===== src/rtl/inst_dispatch_queue.sv =====
// inst_dispatch_queue: compacting dispatch FIFO that allocates ROB indices and store-queue slots
module inst_dispatch_queue #(
  parameter int WIDTH = 2,
  parameter int DEPTH = 8,
  parameter int ROB_DEPTH = 16,
  parameter int SQ_DEPTH = 16,
  parameter int PAYLOAD_W = 64
) (
  input  logic                             clk,
  input  logic                             reset,
  input  logic                             flush,
  input  logic [WIDTH-1:0]                 in_valid,
  input  logic [WIDTH-1:0]                 in_is_store,
  input  logic [WIDTH-1:0]                 in_exception,
  input  logic [WIDTH*PAYLOAD_W-1:0]       in_payload,
  output logic                             in_ready,
  input  logic [$clog2(ROB_DEPTH):0]       rob_head,
  input  logic [$clog2(SQ_DEPTH):0]        sq_head,
  input  logic                             out_ready,
  output logic [WIDTH-1:0]                 out_rob_valid,
  output logic [WIDTH-1:0]                 out_issue_valid,
  output logic [WIDTH*PAYLOAD_W-1:0]       out_payload,
  output logic [WIDTH-1:0]                 out_exception,
  output logic [WIDTH-1:0]                 out_is_store,
  output logic [WIDTH*$clog2(ROB_DEPTH)-1:0] out_rob_idx,
  output logic [WIDTH*$clog2(SQ_DEPTH)-1:0]  out_store_num,
  output logic [WIDTH*$clog2(SQ_DEPTH)-1:0]  out_pre_store,
  output logic [WIDTH-1:0]                 out_pre_store_ready
);
  localparam int AW = $clog2(DEPTH);
  localparam int RW = $clog2(ROB_DEPTH);
  localparam int SW = $clog2(SQ_DEPTH);
  localparam int CW = $clog2(WIDTH + 1);
  logic [PAYLOAD_W-1:0] mem_payload [DEPTH];
  logic [DEPTH-1:0] mem_store, mem_exc;
  logic [AW-1:0] head, tail, idx;
  logic [AW:0] count;
  logic [RW:0] rob_tail, rob_free;
  logic [SW:0] sq_tail, sq_free;
  logic [CW-1:0] enq_n, d, st_d, s;
  logic [CW-1:0] pos [WIDTH];
  logic ok, no_exc, st, fire;
  assign in_ready = ((AW+1)'(DEPTH) - count) >= (AW+1)'(WIDTH);
  assign rob_free = (RW+1)'(ROB_DEPTH) - (rob_tail - rob_head);
  assign sq_free = (SW+1)'(SQ_DEPTH) - (sq_tail - sq_head);
  assign fire = out_ready && d != '0 && !flush;
  // slot of each valid lane after squeezing out the holes
  always_comb begin
    enq_n = '0;
    for (int j = 0; j < WIDTH; j++) begin
      pos[j] = enq_n;
      enq_n = enq_n + CW'(in_valid[j]);
    end
  end
  always_comb begin
    d = '0;
    st_d = '0;
    s = '0;
    ok = 1'b1;
    no_exc = 1'b1;
    idx = head;
    st = 1'b0;
    out_rob_valid = '0;
    out_issue_valid = '0;
    out_payload = '0;
    out_exception = '0;
    out_is_store = '0;
    out_rob_idx = '0;
    out_store_num = '0;
    out_pre_store = '0;
    out_pre_store_ready = '0;
    for (int i = 0; i < WIDTH; i++) begin
      idx = head + AW'(i);
      st = mem_store[idx] & ~mem_exc[idx];
      ok = ok && (AW+1)'(i) < count && (RW+1)'(i + 1) <= rob_free
         && (SW+1)'(s) + (SW+1)'(st) <= sq_free;
      no_exc = no_exc & ~mem_exc[idx];
      if (ok) begin
        d = CW'(i + 1);
        st_d = st_d + CW'(st);
        out_rob_valid[i] = 1'b1;
        out_issue_valid[i] = no_exc;
        out_payload[i*PAYLOAD_W +: PAYLOAD_W] = mem_payload[idx];
        out_exception[i] = mem_exc[idx];
        out_is_store[i] = st;
        out_rob_idx[i*RW +: RW] = rob_tail[RW-1:0] + RW'(i);
        out_store_num[i*SW +: SW] = sq_tail[SW-1:0] + SW'(s);
        out_pre_store[i*SW +: SW] = sq_tail[SW-1:0] - SW'(1) + SW'(s);
        out_pre_store_ready[i] = sq_head == sq_tail && s == '0;
      end
      s = s + CW'(st);
    end
  end
  always_ff @(posedge clk) begin
    if (reset) begin
      head <= '0;
      tail <= '0;
      count <= '0;
      rob_tail <= '0;
      sq_tail <= '0;
    end else if (flush) begin
      head <= '0;
      tail <= '0;
      count <= '0;
      rob_tail <= rob_head;
      sq_tail <= sq_head;
    end else begin
      if (in_ready) tail <= tail + AW'(enq_n);
      if (fire) begin
        head <= head + AW'(d);
        rob_tail <= rob_tail + (RW+1)'(d);
        sq_tail <= sq_tail + (SW+1)'(st_d);
      end
      count <= count + (in_ready ? (AW+1)'(enq_n) : '0) - (fire ? (AW+1)'(d) : '0);
    end
  end
  always_ff @(posedge clk) begin
    for (int j = 0; j < WIDTH; j++) begin
      if (!reset && !flush && in_ready && in_valid[j]) begin
        mem_payload[tail + AW'(pos[j])] <= in_payload[j*PAYLOAD_W +: PAYLOAD_W];
        mem_store[tail + AW'(pos[j])] <= in_is_store[j];
        mem_exc[tail + AW'(pos[j])] <= in_exception[j];
      end
    end
  end
endmodule


===== config.mk =====
export PLATFORM = sky130hd
export DESIGN_NAME = inst_dispatch_queue
export DESIGN_NICKNAME = d
export VERILOG_FILES = /design/src/rtl/inst_dispatch_queue.sv
export SDC_FILE = /design/constraint.sdc
export NUM_CORES = 1
export LEC_CHECK = 0
export BUFFER_PORTS_ARGS = -buffer_cell sky130_fd_sc_hd__buf_2
export CORE_AREA = 2 2 290 292
export DETAILED_ROUTE_END_ITERATION = 16
export DIE_AREA = 0 0 292 294
export GPL_ROUTABILITY_DRIVEN = 0
export PLACE_DENSITY_LB_ADDON = 0.05
export SYNTH_ARGS = -nofsm -noshare
export SYNTH_HDL_FRONTEND = slang
export SYNTH_SLANG_ARGS = --single-unit

===== constraint.sdc =====
create_clock -name clk -period 4.6 [get_ports clk]
set_input_delay 0.69 -clock clk [delete_from_list [all_inputs] [get_ports clk]]
set_output_delay 0.69 -clock clk [all_outputs]
set_load 0.01 [all_outputs]

* Word-level counts from Yosys, hierarchy flattened
Memories as Yosys holds them, arrays and structs flattened. A register that Yosys moved wholly into a read port is not among the register bits. Cells that the tools add are included. Widths: inputs -> output; s select.
Cells by class: reductions and logical operators 20, add/sub/neg operators 20, equal/unequal tests 1, bitwise operators 5, multiplexer cells 54, $lt $le $gt $ge 13
Operator list (count):
- $mux 64 | 2
- $bwmux 8 | 4
- $mux 8 | 4
- $mux 4 | 6
- $mux 1 | 22
- $mux 5 | 4
- $lt 3x4->1 const B | 4
- $logic_and 1x1->1 | 14
- $bmux 1 s3 | 4
- $add 5x2->5 | 2
- $sub 5x5->5 | 2
- $sub 5x5->5 const A | 2
- $add 4x1->4 | 2
- $lt 1x4->1 const A | 2
- $mux 2 | 4
- $add 3x2->3 | 2
- $demux 1 s3 | 2
- $ge 3x1->1 const B | 2
- $mux 3 | 2
- $eq 5x5->1 | 1
- $le 1x5->1 | 1
- $le 1x5->1 const A | 1
- $le 2x5->1 | 1
- $le 2x5->1 const A | 1
- 16 further kinds | 22
Storage, ports and cells: register bits after elaboration 36, bits in writable memories 512, memories kept 1, logic and storage cells 121
Memories:
- mem_payload | depth 8, bits a word 64, read ports 2, clocked after Yosys merged registers in 1, write ports 2, RTL line 34 | logic [PAYLOAD_W-1:0] mem_payload [DEPTH];

* Logic depth before layout (Yosys ltp)
Gate-level depths: netlist of the first run.
depth in word-level cells 15, mapped depth 23

* Worst setup path after synthesis of the first run
No wires, ideal clock.
path type register to register, start reg head[0], end reg sq_tail[4], path slack -85 ps, clock period less this slack 4685 ps, arrival time 4571 ps, setup time 114 ps, stages on the path, launching flop included 24, buffers on the path 1, cell sequence dfxtp_1 > buf_2 > mux4_2 > mux2_2 > nor2_1 > inv_1 > ha_1 > nor3_1 > nand3_1 > a21oi_2 > nor2_1 > nand2_1 > inv_1 > nand2_1 > inv_1 > ha_1 > nand2_1 > mux2i_1 > ha_1 > inv_1 > fa_1 > nor3_1 > a211oi_1 > a2111oi_0
Between the ends: longest elaborated chain between the ends 14
RTL lines:
- start, declared | RTL line 36 | logic [AW-1:0] head, tail, idx;
- start signal, assigned | RTL line 110 | head <= head + AW'(d);
- branches (longest 14 deep; another with $le 2x5->1)
- end signal, assigned | RTL line 106 | sq_tail <= sq_head;
- end signal, assigned | RTL line 112 | sq_tail <= sq_tail + (SW+1)'(st_d);
- end, declared | RTL line 39 | logic [SW:0] sq_tail, sq_free;
Parallel ways; which one is timed is not known. The select of a mux whose other input is x is not followed. A chain may end at the register's enable or synchronous reset.

* Worst setup path after layout of the first run
start reg head[0], end out out_payload[86]
Between the ends: longest elaborated chain between the ends 10
RTL lines:
- branches (longest 9 deep; another with $le 2x5->1)
- $mux 64 * | RTL line 78 | if (ok) begin
- end, declared | RTL line 22 | output logic [WIDTH*PAYLOAD_W-1:0] out_payload,
Mark *: on every way between the ends. The select of a mux whose other input is x is not followed.

==> metrics, run 1 <==
status complete, but fails checks; failing checks setup timing; TritonCTS Buffers roughly 70; Worst Hold End sq_tail[1]; Slew @ Worst Pin 1.090 ns; Worst Setup End Kind output pin; starting density of the core 0.3973; initial DRC count 1602; final setup margin -0.01655 ns; Final HPWL DP ~64000 um; worst-path cell chain buf_8 -> mux4_2 -> mux2_4 -> nor2_4 -> buf_6 -> ha_4 -> ha_4 -> nor2b_4 -> o2111ai_2 -> o22ai_2 -> a211o_4 -> buf_12 -> buf_16 -> a21oi_2 -> buf_4 -> buf_6; worst hold path depth 2; leakage power 13.45 nW; Hold/Removal Path Class in -> reg; Routed Wire Length 111700 um; WS Path Type reg -> out; Avg WL per Cell 30.81 um; worst setup path startpoint head[0]; Slew Limit Fails 0; cell class contributing the biggest share of worst-path delay buffers and inverters; Root Buffer clkbuf_16; share of synthesized registers carrying an async set or reset 0; worst vdd ir between 600 and 700 uV; Post-synth EDFFs 512; R2R Path End sq_tail[4]; grt ovf 0; count of different cell masters after synthesis 55; H-tree levels 3; worst r2r src head[0]; clk_lat worst skew 0.62 ns; cell area after synthesis 0.03294 sq mm; Clock Power Share 0.287; CTS sink count 551; Seq/Total Area, Yosys 0.4905; Synth Register Bits 551; reg2reg setup slack 0.26 ns; total track usage 0.2568; top cell type's share of synthesized area 0.4668; Seq pwr share 0.322; largest family of logic cells by synthesized area multiplexers; final period utilization 1.004; most frequent cells in the layout edfxtp_1, mux2_2, buf_2; DRC errors left 0; crit start category flop; largest cells by area after synthesis edfxtp_1, mux4_2, mux2_2; Yosys Warn Count 0; fin crit period 4.617 ns; slowest CP cell mux4_2; reg2reg path depth 23; post-synthesis simple-gate area fraction 0.04935; fraction of synthesized area in multiplexers 0.3815; power after layout 0.01869 W; Fin. Hold Viols 0; combinational power share 0.391; layout net count 2686; hold buffer count at cts 0; commonest non-fill, non-tap cell in the layout edfxtp_1; Die Y 294 um; P&R area growth vs syn 19.52%; Syn Area/Cell approximately 15 sq um; first-pass GRT wire length 160600 um; CP Max Fanout 7; Port Buffer Count 310; Post-Synth XOR/XNOR Area 0.006154; Worst Hold Launch sq_head[1]; Synth Area in Adders 0.02082; die area ~0.086 sq mm; DRT antenna net count 0; initial antenna violation count 28; Yosys top cell by area edfxtp_1; fin cells 3626; max cap viols 0; Clock transition at path regs 0.06 ns; Std-Cell Rows 106; Clock Skews 0.01906 ns; Sw Share 0.3517; # IOs 311; CTS tree yes; DP Worst Slack -0.003790 ns; Synth Area in Compound Gates 0.02139; Slew HR 0.2731; via count 21560; pin count of the biggest net entering global routing 69; CP required between 3 and 4 ns; final setup TNS -0.02126 ns; sum of buffers and inverters on the critical path 6; placed insts 3475; Cells after Synth approximately 2200; Via-to-Cell Ratio between 5 and 6; Finish-stage setup viols 2; Worst path max stage delay 0.49 ns; switching power 0.006572 W; die width around 290 um; layout cell share with drive strength beyond 1 0.5524; Synth Net Count 2367; Power Dens Cells 474.8 mW/mm^2; Core Box Area ~0.083 sq mm; unrepaired setup endpoints after global routing true; Pre-antenna DRT Iters 5; clock buffer depth 3; Int Power about 0.012 W; ys flop type edfxtp_1; fmax 216.6 MHz; number of global-route vias before repair between 20000 and 25000; CP Data Arrival Time between 3 and 4 ns
[metrics by stage]
stage	hold slack [ns]	utilization	cell area [sq um]
2_1_floorplan	0.4920	-	32940
3_3_place_gp	0.5241	0.4353	36080
3_5_place_dp	0.5432	0.4353	36080
4_1_cts	0.2920	0.4689	38870
5_1_grt	0.3131	0.4747	39350
6_report	0.3272	0.4749	39360
[kinds of logic (layout without fill, tap and decap cells)]
family / count (synthesis) / count (layout)
XOR/XNOR: 20 / 20
buffers and inverters: 213 / 580
AND/OR/NAND/NOR: 352 / 352
other: 0 / 10
flip-flops: 551 / 551
adder cells (fa/ha/maj): 50 / 50
AO/OA/AOI/OAI: 122 / 122
multiplexers: 861 / 861
[power groups by stage]
stage,Combinational (W),Clock [W],Sequential (W)
floorplan,0.00353,0,0.00603
detailed placement,0.00588,0,0.00612
finish,0.00731,0.00536,0.00602
global route,0.00779,0.00565,0.00605
CTS,0.00682,0.00550,0.00602
global placement,0.00583,0,0.00611
[cell usage after synthesis (all sizes together) (2+ instances only)]
library cell and instances:
xnor3 2, dfxtp 39, nand2 164, a2111oi 4
mux2 513, buf 112, nor4b 2, fa 8
o311a 2, edfxtp 512, and4 2, nor3 12
and4b 2, nor2 109, nand3 15, a21oi 86
a31oi 3, nor2b 3, a21o 5, nand2b 5
o21ai 9, clkbuf 57, nor4 4, nand4 2
mux2i 84, a211oi 5, o31a 2, xor2 5
and3 2, a221o 2, nand3b 2, inv 44
and2 13, nor3b 3, or3 10, mux4 264
xnor2 13, ha 42
[sequential cells by signal, indices dropped and copies added (netlist names), named ones only]
register	cells
mem_store	8
count	4
mem_exc	8
tail	3
head	3
rob_tail	5
sq_tail	5
mem_payload	512
[worst max path at each step]
stage | cells after the start | slack, ns | end
2_1_floorplan | 22 | 0.03 | count[3]
3_3_place_gp | 22 | 0.10 | sq_tail[4]
3_5_place_dp | 17 | -0.004 | rob_tail[4]
4_1_cts | 16 | -0.01 | out_payload[86]
5_1_grt | 16 | -0.10 | out_payload[86]
6_report | 16 | -0.02 | out_payload[86]
[routing by layer]
metal,vias up,part of all wire,global-route usage
li1,9270,-,-
met2,763,0.49,0.4311
met3,173,0.069,0.05083
met4,24,0.027,0.07770
met5,-,0.0013,0
met1,11330,0.42,0.3367
[area by class of cell]
type	instances	area, sq um
inverters	44	170.2
clock inverters	29	295.3
flip-flops and latches	551	16170
repair buffers	418	3034
multi-input cells	1405	16440
fillers	7290	43530
diodes	10	25.02
well taps	1080	1351
clock buffers	89	1876
[worst reg2reg max path, cell delays in order (launching register included)]
cell       delay, ns
dfxtp_4         0.38
buf_8           0.13
mux4_2          0.49
mux2_4          0.30
nor2_4          0.15
inv_1           0.07
ha_1            0.29
nor3_2          0.11
nand3_1         0.11
a21oi_2         0.15
nor2_1          0.09
nand2_4         0.10
inv_1           0.06
nand2_1         0.07
inv_1           0.06
ha_1            0.27
nand2_1         0.04
mux2i_1         0.16
ha_2            0.21
inv_1           0.06
fa_2            0.40
nor3_4          0.14
a211oi_1        0.10
a2111oi_1       0.31
[timing repair]
| item | in CTS | in global routing |
|---|---|---|
| setup buffers | 10 | 5 |
| setup endpoints to repair | 132 | 159 |
| resized for setup | 95 | 70 |
| pin swaps | 9 | 4 |
| gates cloned | 4 | 5 |
Power figures use the tool's default switching activity.
==> run 2: changes to the inputs <==
Clock period 4.6 ns to 5.3 ns, I/O delays scaled along.
==> run 2 against run 1 <==
  * The flow now finishes without violations
  * Core utilization decreased by 1.4 points
  * Hold slack improved by 0.11 ns
  * Sequential cell count unchanged
  * Critical path depth decreased by 2
  * Clock power decreased by 14%
  * Largest power group unchanged
  * Combinational power decreased by 27%
  * Global-route usage decreased by 0.48 points
  * Non-clock buffer count decreased by 54
  * Sequential power decreased by 13%
  * Worst setup slack improved by 0.18 ns
  * Critical endpoint is now out_payload[78]
==> metrics, run 2 (synthesis results as in run 1) <==
status complete, no violations (was complete, but fails checks); most frequent cells in the layout edfxtp_1, mux2_2, buf_2 (unchanged); Slew HR 0.2421 (was 0.2731); Core Box Area 0.08289 sq mm (unchanged); WS Path Type reg -> out (unchanged); number of global-route vias before repair 22150 (was 22830); clk_lat worst skew 0.62 ns (about the same); Fill cells 7360 (was 7290); Seq pwr share 0.344 (was 0.322); Fin. Hold Viols 0 (unchanged); Hold/Removal Path Class in -> reg (unchanged); grt ovf 0 (unchanged); final core occ 0.4606 (was 0.4749); clock buffer depth 3 (unchanged); Finish-stage setup viols 0 (was 2); Slew Limit Fails 0 (unchanged); DRC errors left 0 (unchanged); final period utilization 0.9700; total track usage 0.2519 (was 0.2568); met3 Resource Use GR 0.05506 (was 0.05083); Worst Setup End Kind output pin (unchanged); CTS tree yes (unchanged); pin count of the biggest net entering global routing 81 (was 69); Top Usage Layer GRT met2 (unchanged); # IOs 311 (unchanged); starting density of the core 0.3973 (unchanged); Port Buffer Count 310 (unchanged); Root Buffer clkbuf_16 (unchanged); routing usage on met1 0.3282 (was 0.3367); P&R area growth vs syn 15.93% (was 19.52%); hold buffer count at cts 0 (unchanged); worst-path cell chain ha_4 -> buf_4 -> mux4_2 -> nand2_1 -> a21oi_4 -> ha_1 -> ha_1 -> nor2b_1 -> o2111ai_2 -> o22ai_2 -> a211o_4 -> buf_16 -> a21oi_1 -> buf_2 (was buf_8 -> mux4_2 -> mux2_4 -> nor2_4 -> buf_6 -> ha_4 -> ha_4 -> nor2b_4 -> o2111ai_2 -> o22ai_2 -> a211o_4 -> buf_12 -> buf_16 -> a21oi_2 -> buf_4 -> buf_6); leakage power 13.01 nW (was 13.45 nW); Worst path max stage delay 0.49 ns (about the same); combinational power share 0.351 (was 0.391); max reg flops 512 (unchanged); worst vdd ir 523.8 uV (was 686.5 uV); die width 292 um (unchanged); TritonCTS Buffers 70 (was 68); first-pass GRT wire length 156600 um (was 160600 um); Die Y 294 um (unchanged); slowest CP cell mux4_2 (unchanged); Clock Power Share 0.305 (was 0.287); Int Power 0.009817 W (was 0.01212 W); Clock transition at path regs 0.06 ns (about the same); Std-Cell Rows 106 (unchanged); Sw Share 0.3536 (was 0.3517); layout cell share with drive strength beyond 1 0.5125 (was 0.5524); CTS sink count 551 (unchanged); Clock Skews 0.02795 ns (was 0.01906 ns); layout net count 2634 (was 2686); final setup TNS 0 ns (was -0.02126 ns); CP Max Fanout 19 (was 7); GRT met2 Usage 0.4197 (was 0.4311); commonest non-fill, non-tap cell in the layout edfxtp_1 (unchanged); via count 21240 (was 21560); Final HPWL DP 60940 um (was 64260 um); fmax roughly 200 MHz; switching power 0.005370 W (was 0.006572 W); Via-to-Cell Ratio 5.937 (was 5.945); H-tree levels 3 (unchanged); initial antenna violation count 23 (was 28); Avg WL per Cell 30.47 um (was 30.81 um); Routed Wire Length 109000 um (was 111700 um); Pre-antenna DRT Iters 5 (unchanged); Power Dens Cells 397.7 mW/mm^2 (was 474.8 mW/mm^2); DRT antenna net count 0 (unchanged); max cap viols 0 (unchanged); Slew @ Worst Pin 1.137 ns (was 1.090 ns); CP required 4.51 ns (was 3.91 ns); crit start category flop (unchanged); die area 0.08585 sq mm (unchanged); fin crit period 5.141 ns; crit-path most repeated cell ha_1; unrepaired setup endpoints after global routing false (was true); initial DRC count 1756 (was 1602); CP Data Arrival Time 4.35 ns (was 3.93 ns)
## run 2: cell types whose count changed in the layout (fill, tap and decap cells not counted), moves of 5 or more
| cell | delta |
|---|---|
| nand2_1 | +5 |
| buf_6 | -22 |
| clkinv_1 | +12 |
| clkinv_2 | -5 |
| buf_2 | +20 |
| clkbuf_1 | -5 |
| buf_16 | -5 |
| a21oi_2 | -36 |
| nand2_2 | -5 |
| buf_4 | -36 |
| buf_12 | -8 |
| a21oi_4 | -14 |
| a21oi_1 | +50 |
## run 2: critical path: cells and delay by family, from the launching register on
family,cells,cell delay (ns)
fa+ha+maj,3,0.84
mux,1,0.49
flops,1,0.39
compound gates,5,1.17
buf+inv,3,0.53
simple gates,2,0.30
## run 2: power groups by stage
| stage | registers, W | clock network (W) | logic, W |
|---|---|---|---|
| 2_1_floorplan | 0.00523 | 0 | 0.00306 |
| 3_3_place_gp | 0.00532 | 0 | 0.00513 |
| 3_5_place_dp | 0.00532 | 0 | 0.00518 |
| 4_1_cts | 0.00523 | 0.00473 | 0.00528 |
| 5_1_grt | 0.00526 | 0.00487 | 0.00573 |
| 6_report | 0.00523 | 0.00463 | 0.00533 |
## run 2: timing repair
| item | CTS | global route |
|---|---|---|
| pin swaps | 1 | 1 |
| cloned | 0 | 1 |
| buffers inserted | 0 | 4 |
| resized for setup | 25 | 14 |
| setup endpoints to repair | 79 | 65 |
## run 2: layout make-up
class	instances	area, sq um	share of cell area
sequential	551	16170	0.4235
clock buffer	85	1871	0.04899
timing repair buffer	364	2243	0.05875
tap	1080	1351	0.03539
antenna	11	27.53	0.0007209
clock inverter	37	305.3	0.007996
inverter	44	171.4	0.004489
multi-input combinational	1405	16040	0.4201
## run 2: path summary, 6_finish.rpt
path	end	depth (start not counted)	from	slack (ns)
min reg2reg	tail[0]	2	tail[0]	0.55
max reg2reg	sq_tail[4]	22	head[0]	0.51
min	sq_tail[1]	2	sq_head[1]	0.44
max	out_payload[78]	14	head[1]	0.16
## run 2: stage by stage
step / power [W] / cell area, sq um / worst slack, ns / instances / hold WS (ns)
finish: 0.01519 / 38180 / 0.1591 / 3577 / 0.4389
detailed placement: 0.01050 / 35750 / 0.07700 / 3439 / 0.5351
floorplan: 0.008290 / 32940 / 0.6150 / 2169 / 0.4920
global route: 0.01585 / 38170 / 0.002359 / 3571 / 0.4403
global placement: 0.01044 / 35750 / 0.07810 / 3439 / 0.5244
CTS: 0.01525 / 38030 / 0.04679 / 3561 / 0.4044
## run 2: per-layer routing
| metal | vias up | routed length [um] |
|---|---|---|
| li1 | 9150 | - |
| met1 | 11070 | 45420 |
| met2 | 784 | 52960 |
| met3 | 213 | 7386 |
| met4 | 24 | 3079 |
| met5 | - | 146 |
